<file path="src/rtl/input_acc_loader_pkg.sv">
// Shared types and sizing helpers for the input-accumulator loader.
// Holds the loader FSM states, default geometry and count-width helpers.
package input_acc_pkg;

   typedef enum logic [2:0] {
      IDLE,
      LOAD,
      FLUSH,
      DRAIN,
      DONE
   } acc_state_t;

   localparam int DEF_LANES  = 2;
   localparam int DEF_DEPTH  = 4;
   localparam int DEF_DATA_W = 16;
   localparam int DEF_ADDR_W = 16;

   // Width able to hold 0..depth inclusive.
   function automatic int cnt_w(input int depth);
      return $clog2(depth) + 1;
   endfunction

   // Width of the drain counter, which reaches depth+lanes-2.
   function automatic int drain_w(input int depth, input int lanes);
      return $clog2(depth + lanes) + 1;
   endfunction

endpackage

</file>
<file path="src/rtl/input_acc_loader_skew.sv">
// Diagonal dequeue mask: lane i is requested while i <= d < i+eff_n.
// Ports: d (drain counter), eff_n (vectors loaded), mask (per-lane request).
module input_acc_skew
   import input_acc_pkg::*;
#(
   parameter int LANES = DEF_LANES,
   parameter int DW    = 4,
   parameter int NW    = 3
) (
   input  logic [DW-1:0]    d,
   input  logic [NW-1:0]    eff_n,
   output logic [LANES-1:0] mask
);

   localparam int SW = ((DW > NW) ? DW : NW) + 2;

   genvar i;
   generate
      for (i = 0; i < LANES; i++) begin : g_lane
         localparam logic [SW-1:0] LO = SW'(i);
         // d-LO wraps to a huge value when d < LO, so one
         // unsigned compare covers both window edges.
         assign mask[i] = (SW'(d) - LO) < SW'(eff_n);
      end
   endgenerate

endmodule

</file>
<file path="src/rtl/input_acc_loader.sv">
// Loads a block of vectors from the unified buffer into the per-row
// input-acc FIFOs, then issues skewed dequeues to form a wavefront.
// Ports: clk, rst (async active-low), start/base_addr/num_vec command,
// ub_rd_* buffer read, acc_* FIFO write/dequeue, busy, done.
// Optional: INPUT_ACC_LOADER_PERF_EN adds perf_cycles[15:0].
module input_acc_loader
   import input_acc_pkg::*;
#(
   parameter int  LANES  = DEF_LANES,
   parameter int  DEPTH  = DEF_DEPTH,
   parameter int  ADDR_W = DEF_ADDR_W,
   parameter int  DATA_W = DEF_DATA_W,
   localparam int NW     = cnt_w(DEPTH)
) (
   input  logic                    clk,
   input  logic                    rst,
   input  logic                    start,
   input  logic [ADDR_W-1:0]       base_addr,
   input  logic [NW-1:0]           num_vec,
   output logic                    ub_rd_en,
   output logic [ADDR_W-1:0]       ub_rd_addr,
   input  logic [LANES*DATA_W-1:0] ub_rd_data,
   output logic [LANES-1:0]        acc_valid_data_out,
   output logic [LANES*DATA_W-1:0] acc_data_out,
   output logic [LANES-1:0]        acc_valid_in_out,
   output logic                    busy,
   output logic                    done
`ifdef INPUT_ACC_LOADER_PERF_EN
   ,
   output logic [15:0]             perf_cycles
`endif
);

   localparam int DW = drain_w(DEPTH, LANES);

   acc_state_t        state;
   acc_state_t        state_nx;
   logic [ADDR_W-1:0] base_q;
   logic [NW-1:0]     eff_n;
   logic [NW-1:0]     req_n;
   logic [DW-1:0]     cnt;
   logic              rd_pend;
   logic              load_last;
   logic              drain_last;
   logic              drain_en;
   logic [LANES-1:0]  skew_mask;

   assign req_n = (num_vec > NW'(DEPTH)) ? NW'(DEPTH) : num_vec;

   assign load_last  = (cnt + DW'(1)) == DW'(eff_n);
   assign drain_last = (cnt + DW'(1)) ==
                       (DW'(eff_n) + DW'(LANES - 1));

   // State register
   always_ff @(posedge clk or negedge rst) begin
      if (!rst) begin
         state <= IDLE;
      end else begin
         state <= state_nx;
      end
   end

   // Command capture, phase counter and write-pending flag
   always_ff @(posedge clk or negedge rst) begin
      if (!rst) begin
         base_q  <= '0;
         eff_n   <= '0;
         cnt     <= '0;
         rd_pend <= 1'b0;
      end else begin
         rd_pend <= ub_rd_en;
         if (state == IDLE && start) begin
            base_q <= base_addr;
            eff_n  <= req_n;
         end
         // Counter restarts on every state change so it doubles
         // as the load index k and the drain index d.
         if (state != state_nx) begin
            cnt <= '0;
         end else if (state == LOAD || state == DRAIN) begin
            cnt <= cnt + DW'(1);
         end
      end
   end

   // Next-state logic
   always_comb begin
      state_nx = state;
      unique case (state)
         IDLE: begin
            if (start) begin
               state_nx = (req_n == '0) ? DONE : LOAD;
            end
         end
         LOAD: begin
            if (load_last) begin
               state_nx = FLUSH;
            end
         end
         FLUSH: begin
            state_nx = DRAIN;
         end
         DRAIN: begin
            if (drain_last) begin
               state_nx = DONE;
            end
         end
         DONE: begin
            state_nx = IDLE;
         end
         default: begin
            state_nx = IDLE;
         end
      endcase
   end

   // Output decode
   always_comb begin
      ub_rd_en   = 1'b0;
      ub_rd_addr = '0;
      busy       = 1'b0;
      done       = 1'b0;
      drain_en   = 1'b0;
      unique case (state)
         IDLE: begin
            busy = 1'b0;
         end
         LOAD: begin
            busy       = 1'b1;
            ub_rd_en   = 1'b1;
            ub_rd_addr = base_q + ADDR_W'(cnt);
         end
         FLUSH: begin
            busy = 1'b1;
         end
         DRAIN: begin
            busy     = 1'b1;
            drain_en = 1'b1;
         end
         DONE: begin
            busy = 1'b1;
            done = 1'b1;
         end
         default: begin
            busy = 1'b0;
         end
      endcase
   end

   input_acc_skew #(
      .LANES (LANES),
      .DW    (DW),
      .NW    (NW)
   ) u_skew (
      .d     (cnt),
      .eff_n (eff_n),
      .mask  (skew_mask)
   );

   assign acc_valid_in_out   = drain_en ? skew_mask : '0;
   assign acc_valid_data_out = {LANES{rd_pend}};
   // Buffer data lands one cycle after the strobe; held at zero
   // otherwise so the write bus is quiet outside write cycles.
   assign acc_data_out       = rd_pend ? ub_rd_data : '0;

`ifdef INPUT_ACC_LOADER_PERF_EN
   logic [15:0] perf_run;

   always_ff @(posedge clk or negedge rst) begin
      if (!rst) begin
         perf_run    <= '0;
         perf_cycles <= '0;
      end else begin
         if (state == IDLE) begin
            perf_run <= '0;
         end else if (perf_run != 16'hFFFF) begin
            perf_run <= perf_run + 16'd1;
         end
         // perf_run excludes the DONE cycle itself, hence the +1.
         if (state == DONE) begin
            perf_cycles <= (perf_run == 16'hFFFF) ?
                           perf_run : perf_run + 16'd1;
         end
      end
   end
`endif

endmodule

</file>
<file path="config.mk">
export PLATFORM = sky130hd
export DESIGN_NAME = input_acc_loader
export DESIGN_NICKNAME = d
export VERILOG_FILES = /design/src/rtl/input_acc_loader_pkg.sv /design/src/rtl/input_acc_loader_skew.sv /design/src/rtl/input_acc_loader.sv
export SDC_FILE = /design/constraint.sdc
export NUM_CORES = 1
export LEC_CHECK = 0
export CAP_MARGIN = 10
export CELL_PAD_IN_SITES_DETAIL_PLACEMENT = 2
export CELL_PAD_IN_SITES_GLOBAL_PLACEMENT = 2
export CORE_MARGIN = 2
export CORE_UTILIZATION = 24
export DETAILED_ROUTE_END_ITERATION = 10
export PLACE_DENSITY = 0.83
export SLEW_MARGIN = 25
export SYNTH_ARGS = -nofsm -noshare
export SYNTH_HDL_FRONTEND = slang
export SYNTH_SLANG_ARGS = --single-unit
</file>
<file path="constraint.sdc">
create_clock -name clk -period 5.7 [get_ports clk]
set_input_delay 1.14 -clock clk [delete_from_list [all_inputs] [get_ports clk]]
set_output_delay 1.14 -clock clk [all_outputs]
set_load 0.03 [all_outputs]
</file>
==> impl_table.tex, run 1 <==
\begin{tabular}{lr}
\hline
Metric & Value \\
\hline
\multicolumn{2}{l}{\textbf{Placed design}} \\
\quad Placed Cells & around 440 \\
\quad Global placement routability congestion & between 0.8 and 0.9 \\
\quad IO buf count & 108 \\
\quad Half-perimeter wire length after detailed placement & about 6 mm \\
\multicolumn{2}{l}{\textbf{Setup path}} \\
\quad Worst path most repeated cell & sky130\_fd\_sc\_hd\_\_a21o\_1 \\
\quad Crit start category & register \\
\quad Type of destination of the critical path & output port \\
\quad Endpoint of the worst register-to-register path & cnt[3] \\
\quad Largest fanout on the critical path & 10 \\
\quad FF-to-FF Start & state[0] \\
\quad Critical path class & register to output port \\
\quad Internal reg-to-reg setup slack & 3350 ps \\
\quad Cell count of the worst reg-to-reg path & 6 \\
\quad Crit-path slowest cell & sky130\_fd\_sc\_hd\_\_clkdlybuf4s50\_1 \\
\quad Maximum single-stage delay on the critical path & approximately 700 ps \\
\quad Series of cell instances along the critical path & ha\_1 > a21o\_1 > a21o\_1 > a21oi\_1 > nor3\_1 > xnor2\_1 > nor2\_1 > clkdlybuf4s50\_1 \\
\quad Data arrival time of the critical path & approximately 3100 ps \\
\quad Required time of the critical path & 4560 ps \\
\multicolumn{2}{l}{\textbf{Synth}} \\
\quad Unique masters post-synth & 45 \\
\quad Syn. warnings & 0 \\
\quad Netlist Area Pre-Place & between 2000 and 2500 um\^{}2 \\
\quad Yosys reg bits & 27 \\
\quad Cells after Synth & $\sim$240 \\
\quad Synth Net Count & about 300 \\
\quad Top FF cell, synth & sky130\_fd\_sc\_hd\_\_dfrtp\_1 \\
\quad Sequential cell area fraction in the yosys report & 0.3096 \\
\quad Share of flip-flops with an asynchronous set or reset after synthesis & 1.000 \\
\quad Post-synth EDFFs & 0 \\
\quad Post-synthesis area per instance & roughly 9 um\^{}2 \\
\multicolumn{2}{l}{\textbf{Layout}} \\
\quad Ant diodes & 0 \\
\quad Commonest non-fill, non-tap cell in the layout & sky130\_fd\_sc\_hd\_\_clkdlybuf4s50\_1 \\
\quad Number of fill cells & $\sim$960 \\
\quad Post-layout nets & between 400 and 500 \\
\quad Final standard cell count with taps included and fillers excluded & $\sim$450 \\
\quad Area growth from synthesis to final layout & 54.87\% \\
\quad Most used cells in the layout excluding fill and tap cells & 108 x sky130\_fd\_sc\_hd\_\_clkdlybuf4s50\_1, 36 x sky130\_fd\_sc\_hd\_\_and2\_1, 27 x sky130\_fd\_sc\_hd\_\_dfrtp\_1, 20 x sky130\_fd\_sc\_hd\_\_nor2\_1, 14 x sky130\_fd\_sc\_hd\_\_nand2\_1 \\
\quad Fraction of final layout cells with drive strength greater than 1 & 0.06231 \\
\multicolumn{2}{l}{\textbf{Min path}} \\
\quad Startpoint of the worst hold path & base\_q[15] \\
\quad Number of instances on the worst hold path & 1 \\
\quad Endpoint of the worst hold-timing path & base\_q[15] \\
\quad Min-delay worst type & register to register \\
\multicolumn{2}{l}{\textbf{GRT}} \\
\quad Antenna violations before repair & 0 \\
\quad M1 GR Usage & 0.1872 \\
\quad Wire length of the first global-routing pass & 12.53 mm \\
\quad Vias in the first global route & $\sim$2400 \\
\quad Global routing's busiest layer & met2 \\
\quad Overall Global Routing Usage & 0.1587 \\
\quad Met3 Use GR & 0.03162 \\
\quad GR Util met2 & 0.2983 \\
\quad Maximum number of pins on one net before global-route repair & 35 \\
\quad Gr ovfl total & 0 \\
\multicolumn{2}{l}{\textbf{Drt}} \\
\quad Routed wire length & about 7.7 mm \\
\quad Via density per instance & 4.800 \\
\quad Antenna viol nets, final & 0 \\
\quad 1st-iter DRT viols & 55 \\
\quad Count of TritonRoute iterations in the first routing pass & 4 \\
\quad Total DRC errors in the routed layout & 0 \\
\quad Vias & $\sim$2100 \\
\quad Routed length per placed instance & $\sim$17 um \\
\multicolumn{2}{l}{\textbf{Timing}} \\
\quad Post-route setup TNS & 0 ps \\
\quad Max Transition Viols Final & 0 \\
\quad Actual slew at the worst max-slew pin & just under 800 ps \\
\quad F\_max & 0.2338 GHz \\
\quad Max\_slew headroom & 0.4807 \\
\quad Hold violation total from the final report & 0 \\
\quad Final setup violation count & 0 \\
\quad Minimum clock period & between 4000 and 5000 ps \\
\quad Unrepaired setup endpoints after global routing & false \\
\quad Worst clock skew on the final layout & about 3.8 ps \\
\quad Share of the cycle needed by the critical path after routing & 0.7504 \\
\multicolumn{2}{l}{\textbf{Clock network}} \\
\quad Number of buffers created by CTS & 3 \\
\quad Clk slew on worst S/H paths & 110 ps \\
\quad \# resized after CTS & 0 \\
\quad Clock sinks & 27 \\
\quad Post-CTS Hold Buffers & 0 \\
\quad Maximum clock insertion buffer count & 2 \\
\quad Maximum level of the CTS H-tree & 1 \\
\quad Clock tree from TritonCTS & yes \\
\quad Count of buffers added by post-CTS timing repair for setup & 0 \\
\quad Root Buffer Master & sky130\_fd\_sc\_hd\_\_clkbuf\_8 \\
\quad Worst-skew pair later-pin latency & 280 ps \\
\multicolumn{2}{l}{\textbf{Pwr}} \\
\quad Max rail drop VDD & around 0.23 mV \\
\quad Areal power density over the cells & about 540 nW/um\^{}2 \\
\quad Leakage component of the power & $\sim$1.4 nW \\
\multicolumn{2}{l}{\textbf{Die}} \\
\quad Full die area & between 9000 and 10000 um\^{}2 \\
\quad Overall die width & roughly 99 um \\
\quad Ports placed on the boundary & 109 \\
\quad Number of rows created at floorplan & 34 \\
\quad Vertical die dimension & $\sim$100 um \\
\quad Effective utilization at floorplan & 0.2490 \\
\quad Core footprint & $\sim$8800 um\^{}2 \\
\multicolumn{2}{l}{\textbf{Run status}} \\
\quad Status & finished, final reports clean \\
\multicolumn{2}{l}{\textbf{Run}} \\
\quad Maximum capacitance violations & 0 \\
\hline
\end{tabular}
==> metal layers <==
layer  part of all wire  vias to the layer above
met1               0.42                     1029
met4              0.011                        0
li1                   -                      999
met2               0.50                      100
met3              0.073                        8
met5                  0                        -
==> cells in the mapped netlist (2+ instances only) <==
cell	count	share of area
sky130_fd_sc_hd__and2_1	36	0.10
sky130_fd_sc_hd__dfrtp_1	27	0.31
sky130_fd_sc_hd__nor2_1	20	0.034
sky130_fd_sc_hd__nand2_1	14	0.024
sky130_fd_sc_hd__ha_1	13	0.075
sky130_fd_sc_hd__mux2_1	12	0.062
sky130_fd_sc_hd__xor2_1	12	0.048
sky130_fd_sc_hd__xnor2_1	11	0.044
sky130_fd_sc_hd__inv_1	8	0.014
sky130_fd_sc_hd__a21oi_1	7	0.016
sky130_fd_sc_hd__o21ai_0	7	0.016
sky130_fd_sc_hd__nand4_1	5	0.014
sky130_fd_sc_hd__buf_4	4	0.014
sky130_fd_sc_hd__clkbuf_1	4	0.0069
sky130_fd_sc_hd__nand3_1	4	0.0092
sky130_fd_sc_hd__nor3_1	4	0.0092
sky130_fd_sc_hd__nor4_1	4	0.011
sky130_fd_sc_hd__a21o_1	3	0.010
sky130_fd_sc_hd__mux2_2	3	0.015
sky130_fd_sc_hd__nand3b_1	3	0.010
sky130_fd_sc_hd__or3_1	3	0.0086
sky130_fd_sc_hd__and3_1	2	0.0057
sky130_fd_sc_hd__buf_2	2	0.0046
sky130_fd_sc_hd__buf_6	2	0.010
sky130_fd_sc_hd__nand2b_1	2	0.0057
sky130_fd_sc_hd__nor2b_1	2	0.0057
sky130_fd_sc_hd__nor4b_1	2	0.0080
sky130_fd_sc_hd__o211ai_1	2	0.0069
sky130_fd_sc_hd__o211ai_2	2	0.011
==> state kept, by name (all words and copies together) (netlist names) <==
register / cells
state: 3
eff_n: 3
base_q: 16
rd_pend: 1
cnt: 4
==> worst max-delay path by stage <==
| stage | from | endpoint |
|---|---|---|
| 2_1_floorplan | cnt[1] | acc_valid_in_out[1] |
| 3_3_place_gp | cnt[1] | ub_rd_addr[5] |
| 3_5_place_dp | cnt[1] | ub_rd_addr[7] |
| 4_1_cts | cnt[0] | ub_rd_addr[14] |
| 5_1_grt | cnt[1] | ub_rd_addr[7] |
| 6_report | cnt[1] | ub_rd_addr[7] |
==> report_power, final <==
part	switching [mW]	internal [mW]	leakage, nW
sequential	0.139	0.276	0.332
clock	0.0700	0.0499	0.0217
combinational	0.725	0.562	1.01
==> cell type report <==
| cell class | instances | area [um^2] | share of cell area |
|---|---|---|---|
| timing repair buffer | 110 | 1096 | 0.3243 |
| sequential | 27 | 675.6 | 0.1999 |
| tap | 108 | 135.1 | 0.03999 |
| multi-input combinational | 186 | 1386 | 0.4102 |
| inverter | 10 | 37.54 | 0.01111 |
| clock buffer | 3 | 41.29 | 0.01222 |
| clock inverter | 1 | 7.507 | 0.002221 |
==> stage by stage <==
stage,setup WS [ps],cell area (um^2),power (mW),hold WS [ps],utilization
finish,1423,3379,1.822,534.7,0.3856
detailed placement,1818,3331,1.712,520.5,0.3801
global route,1180,3379,1.964,554.9,0.3856
floorplan,2088,2182,1.228,464.9,-
CTS,1394,3379,1.851,538.3,0.3856
global placement,1926,3331,1.664,486.9,0.3801
==> worst max-delay path, delay by kind of cell, from the launching register on <==
family          cells  cell delay [ps]
simple gates        2              240
compound gates      3              870
xor+xnor            1              170
fa+ha+maj           1              300
flops               1              570
buf+inv             1              700
==> logic make-up (layout without fill, tap and decap cells) <==
family,Yosys count,count (layout),share of synthesized area
xor+xnor,25,25,0.1072
flops,27,27,0.3096
buf+inv,23,124,0.05504
simple gates,105,105,0.2729
fa+ha+maj,14,14,0.08372
compound gates,26,26,0.08945
mux,16,16,0.08199
No activity file was read; power rests on OpenSTA's default activity.
==> run 2: changes to the inputs <==
--- a/config.mk
+++ b/config.mk
@@ -9,9 +9,9 @@
 export CELL_PAD_IN_SITES_DETAIL_PLACEMENT = 2
 export CELL_PAD_IN_SITES_GLOBAL_PLACEMENT = 2
 export CORE_MARGIN = 2
-export CORE_UTILIZATION = 24
+export CORE_UTILIZATION = 23
 export DETAILED_ROUTE_END_ITERATION = 10
-export PLACE_DENSITY = 0.83
+export PLACE_DENSITY = 0.8
 export SLEW_MARGIN = 25
 export SYNTH_ARGS = -nofsm -noshare
 export SYNTH_HDL_FRONTEND = slang
==> constraint.sdc (replaced) <==
create_clock -name clk -period 4.1 [get_ports clk]
set_input_delay 0.82 -clock clk [delete_from_list [all_inputs] [get_ports clk]]
set_output_delay 0.82 -clock clk [all_outputs]
set_load 0.03 [all_outputs]
==> run 2 against run 1 <==
  * Flip-flop and latch count stayed put
  * Sequential share of layout area shrank 0.20 points
  * Worst setup slack worse by 1100 ps
  * Clock power grew 34%
  * Core utilization fell by 1.6 points
  * Largest cell class unchanged
==> impl_table.tex, run 2 (synthesis results as in run 1) <==
\begin{tabular}{lr}
\hline
Metric & Value \\
\hline
\multicolumn{2}{l}{\textbf{GRT}} \\
\quad Maximum number of pins on one net before global-route repair & 35 (unchanged) \\
\quad Wire length of the first global-routing pass & 11.32 mm (was 12.53 mm) \\
\quad Overall Global Routing Usage & 0.1378 (was 0.1587) \\
\quad Vias in the first global route & 2234 (was 2383) \\
\quad Antenna violations before repair & 0 (unchanged) \\
\quad Gr ovfl total & 0 (unchanged) \\
\multicolumn{2}{l}{\textbf{Clock network}} \\
\quad Clock sinks & 27 (unchanged) \\
\quad Post-CTS Hold Buffers & 0 (unchanged) \\
\quad Count of buffers added by post-CTS timing repair for setup & 0 (unchanged) \\
\quad Maximum level of the CTS H-tree & 1 (unchanged) \\
\quad Clock tree from TritonCTS & yes (unchanged) \\
\quad \# resized after CTS & 0 (unchanged) \\
\quad Root Buffer Master & sky130\_fd\_sc\_hd\_\_clkbuf\_8 (unchanged) \\
\quad Clk slew on worst S/H paths & 100 ps (was 110 ps) \\
\quad Maximum clock insertion buffer count & 2 (unchanged) \\
\quad Number of buffers created by CTS & 3 (unchanged) \\
\quad Worst-skew pair later-pin latency & 270 ps (was 280 ps) \\
\multicolumn{2}{l}{\textbf{Timing}} \\
\quad Max Transition Viols Final & 0 (unchanged) \\
\quad Hold violation total from the final report & 0 (unchanged) \\
\quad Final setup violation count & 0 (unchanged) \\
\quad Share of the cycle needed by the critical path after routing & 0.9322 \\
\quad Post-route setup TNS & 0 ps (unchanged) \\
\quad Worst clock skew on the final layout & 3.847 ps (was 3.825 ps) \\
\quad Max\_slew headroom & 0.4252 (was 0.4807) \\
\quad Unrepaired setup endpoints after global routing & false (unchanged) \\
\quad Worst Setup Slack, final & 277.9 ps (was 1423 ps) \\
\quad Minimum clock period & about 3800 ps \\
\quad Actual slew at the worst max-slew pin & 858.5 ps (was 775.6 ps) \\
\quad F\_max & 0.2616 GHz \\
\multicolumn{2}{l}{\textbf{Placed design}} \\
\quad Global placement routability congestion & 0.7900 (was 0.8153) \\
\quad Place WS & 556.8 ps (was 1818 ps) \\
\quad Area after detailed placement & 3364 um\^{}2 (was 3331 um\^{}2) \\
\quad Placed Cells & 463 (was 441) \\
\quad IO buf count & 108 (unchanged) \\
\quad Half-perimeter wire length after detailed placement & 6.155 mm (was 6.051 mm) \\
\multicolumn{2}{l}{\textbf{Die}} \\
\quad Vertical die dimension & 101.4 um (was 99.35 um) \\
\quad Overall die width & 101.4 um (was 99.35 um) \\
\quad Number of rows created at floorplan & 35 (was 34) \\
\quad Ports placed on the boundary & 109 (unchanged) \\
\quad Core footprint & 9240 um\^{}2 (was 8763 um\^{}2) \\
\quad Full die area & 10280 um\^{}2 (was 9870 um\^{}2) \\
\quad Effective utilization at floorplan & 0.2362 (was 0.2490) \\
\multicolumn{2}{l}{\textbf{Drt}} \\
\quad Routed length per placed instance & 15.79 um (was 17.25 um) \\
\quad Routed wire length & 7.376 mm (was 7.676 mm) \\
\quad Antenna viol nets, final & 0 (unchanged) \\
\quad 1st-iter DRT viols & 37 (was 55) \\
\quad Via density per instance & 4.522 (was 4.800) \\
\quad Vias & 2112 (was 2136) \\
\quad Total DRC errors in the routed layout & 0 (unchanged) \\
\quad Count of TritonRoute iterations in the first routing pass & 4 (unchanged) \\
\multicolumn{2}{l}{\textbf{Setup path}} \\
\quad Endpoint of the worst register-to-register path & cnt[2] (was cnt[3]) \\
\quad Crit-path slowest cell & sky130\_fd\_sc\_hd\_\_clkdlybuf4s50\_1 (unchanged) \\
\quad Cell count of the worst reg-to-reg path & 7 (was 6) \\
\quad Cell family with the largest share of critical-path delay & adder cells (was compound AO/OA/AOI/OAI gates) \\
\quad Buf/Inv on CP & 1 (unchanged) \\
\quad Crit start category & register (unchanged) \\
\quad Internal reg-to-reg setup slack & 1820 ps (was 3350 ps) \\
\quad FF-to-FF Start & cnt[0] (was state[0]) \\
\quad Data arrival time of the critical path & 3000 ps (was 3140 ps) \\
\quad Type of destination of the critical path & output port (unchanged) \\
\quad Critical path depth & 9 (was 8) \\
\quad Maximum single-stage delay on the critical path & 680 ps (was 700 ps) \\
\quad Critical path destination & ub\_rd\_addr[10] (was ub\_rd\_addr[7]) \\
\quad Series of cell instances along the critical path & ha\_1 > fa\_1 > a21o\_1 > a21oi\_1 > nor2\_1 > nand4\_1 > xor2\_1 > nor2\_1 > clkdlybuf4s50\_1 (was ha\_1 > a21o\_1 > a21o\_1 > a21oi\_1 > nor3\_1 > xnor2\_1 > nor2\_1 > clkdlybuf4s50\_1) \\
\quad Critical path class & register to output port (unchanged) \\
\quad Largest fanout on the critical path & 9 (was 10) \\
\quad Required time of the critical path & 3280 ps (was 4560 ps) \\
\quad Worst path most repeated cell & sky130\_fd\_sc\_hd\_\_nor2\_1 (was sky130\_fd\_sc\_hd\_\_a21o\_1) \\
\quad Critical Path Source & cnt[0] (was cnt[1]) \\
\multicolumn{2}{l}{\textbf{Layout}} \\
\quad Post-layout nets & 407 (was 406) \\
\quad Ant diodes & 0 (unchanged) \\
\quad Fraction of final layout cells with drive strength greater than 1 & 0.06509 (was 0.06231) \\
\quad Number of fill cells & 1023 (was 956) \\
\quad Biggest register & base\_q (unchanged) \\
\quad Final cell area excluding filler cells & 3413 um\^{}2 (was 3379 um\^{}2) \\
\quad Largest register FFs & 16 (unchanged) \\
\quad Final core utilization & 0.3694 (was 0.3856) \\
\quad Largest registers in the final layout & base\_q x16, cnt x4 (unchanged) \\
\quad Most used cells in the layout excluding fill and tap cells & 108 x sky130\_fd\_sc\_hd\_\_clkdlybuf4s50\_1, 36 x sky130\_fd\_sc\_hd\_\_and2\_1, 27 x sky130\_fd\_sc\_hd\_\_dfrtp\_1, 20 x sky130\_fd\_sc\_hd\_\_nor2\_1, 14 x sky130\_fd\_sc\_hd\_\_nand2\_1 (unchanged) \\
\quad Area growth from synthesis to final layout & 56.42\% (was 54.87\%) \\
\quad Commonest non-fill, non-tap cell in the layout & sky130\_fd\_sc\_hd\_\_clkdlybuf4s50\_1 (unchanged) \\
\quad Final standard cell count with taps included and fillers excluded & 467 (was 445) \\
\multicolumn{2}{l}{\textbf{Min path}} \\
\quad Min-delay worst type & register to register (unchanged) \\
\multicolumn{2}{l}{\textbf{Run status}} \\
\quad Status & finished, final reports clean (unchanged) \\
\multicolumn{2}{l}{\textbf{Run}} \\
\quad Maximum capacitance violations & 0 (unchanged) \\
\multicolumn{2}{l}{\textbf{Pwr}} \\
\quad Leakage component of the power & 1.370 nW (was 1.365 nW) \\
\quad Max rail drop VDD & 0.4425 mV (was 0.2333 mV) \\
\quad Areal power density over the cells & 738.6 nW/um\^{}2 (was 539.2 nW/um\^{}2) \\
\hline
\end{tabular}
run 2: worst min path at each step:
stage	endpoint	start	cells after the start
2_1_floorplan	base_q[0]	base_q[0]	1
3_3_place_gp	base_q[2]	base_q[2]	1
3_5_place_dp	base_q[15]	base_q[15]	1
4_1_cts	base_q[15]	base_q[15]	1
5_1_grt	base_q[0]	base_q[0]	1
6_report	base_q[0]	base_q[0]	1
run 2: metrics by stage:
stage / power, mW / hold slack (ps)
floorplan: 1.708 / 464.9
global placement: 2.334 / 484.8
detailed placement: 2.393 / 513.9
CTS: 2.569 / 540.2
global route: 2.721 / 565.7
finish: 2.521 / 527.4
run 2: final cells by class:
cell class	instances	area, um^2	area share
flip-flops and latches	27	675.6	0.1979
clock inverters	1	7.507	0.002199
well taps	129	161.4	0.04729
multi-input cells	186	1386	0.4062
clock buffers	3	41.29	0.01210
inverters	10	37.54	0.01100
repair buffers	111	1104	0.3233
run 2: per-layer routing:
metal | global-route usage | share of wire
met1 | 0.1674 | 0.45
met2 | 0.2624 | 0.48
met3 | 0.01932 | 0.066
met4 | 0.01871 | 0.0052
met5 | 0 | 0
run 2: power by group:
| part | internal, mW | switching [mW] |
|---|---|---|
| logic | 0.791 | 0.993 |
| registers | 0.384 | 0.191 |
| clock network | 0.0690 | 0.0920 |
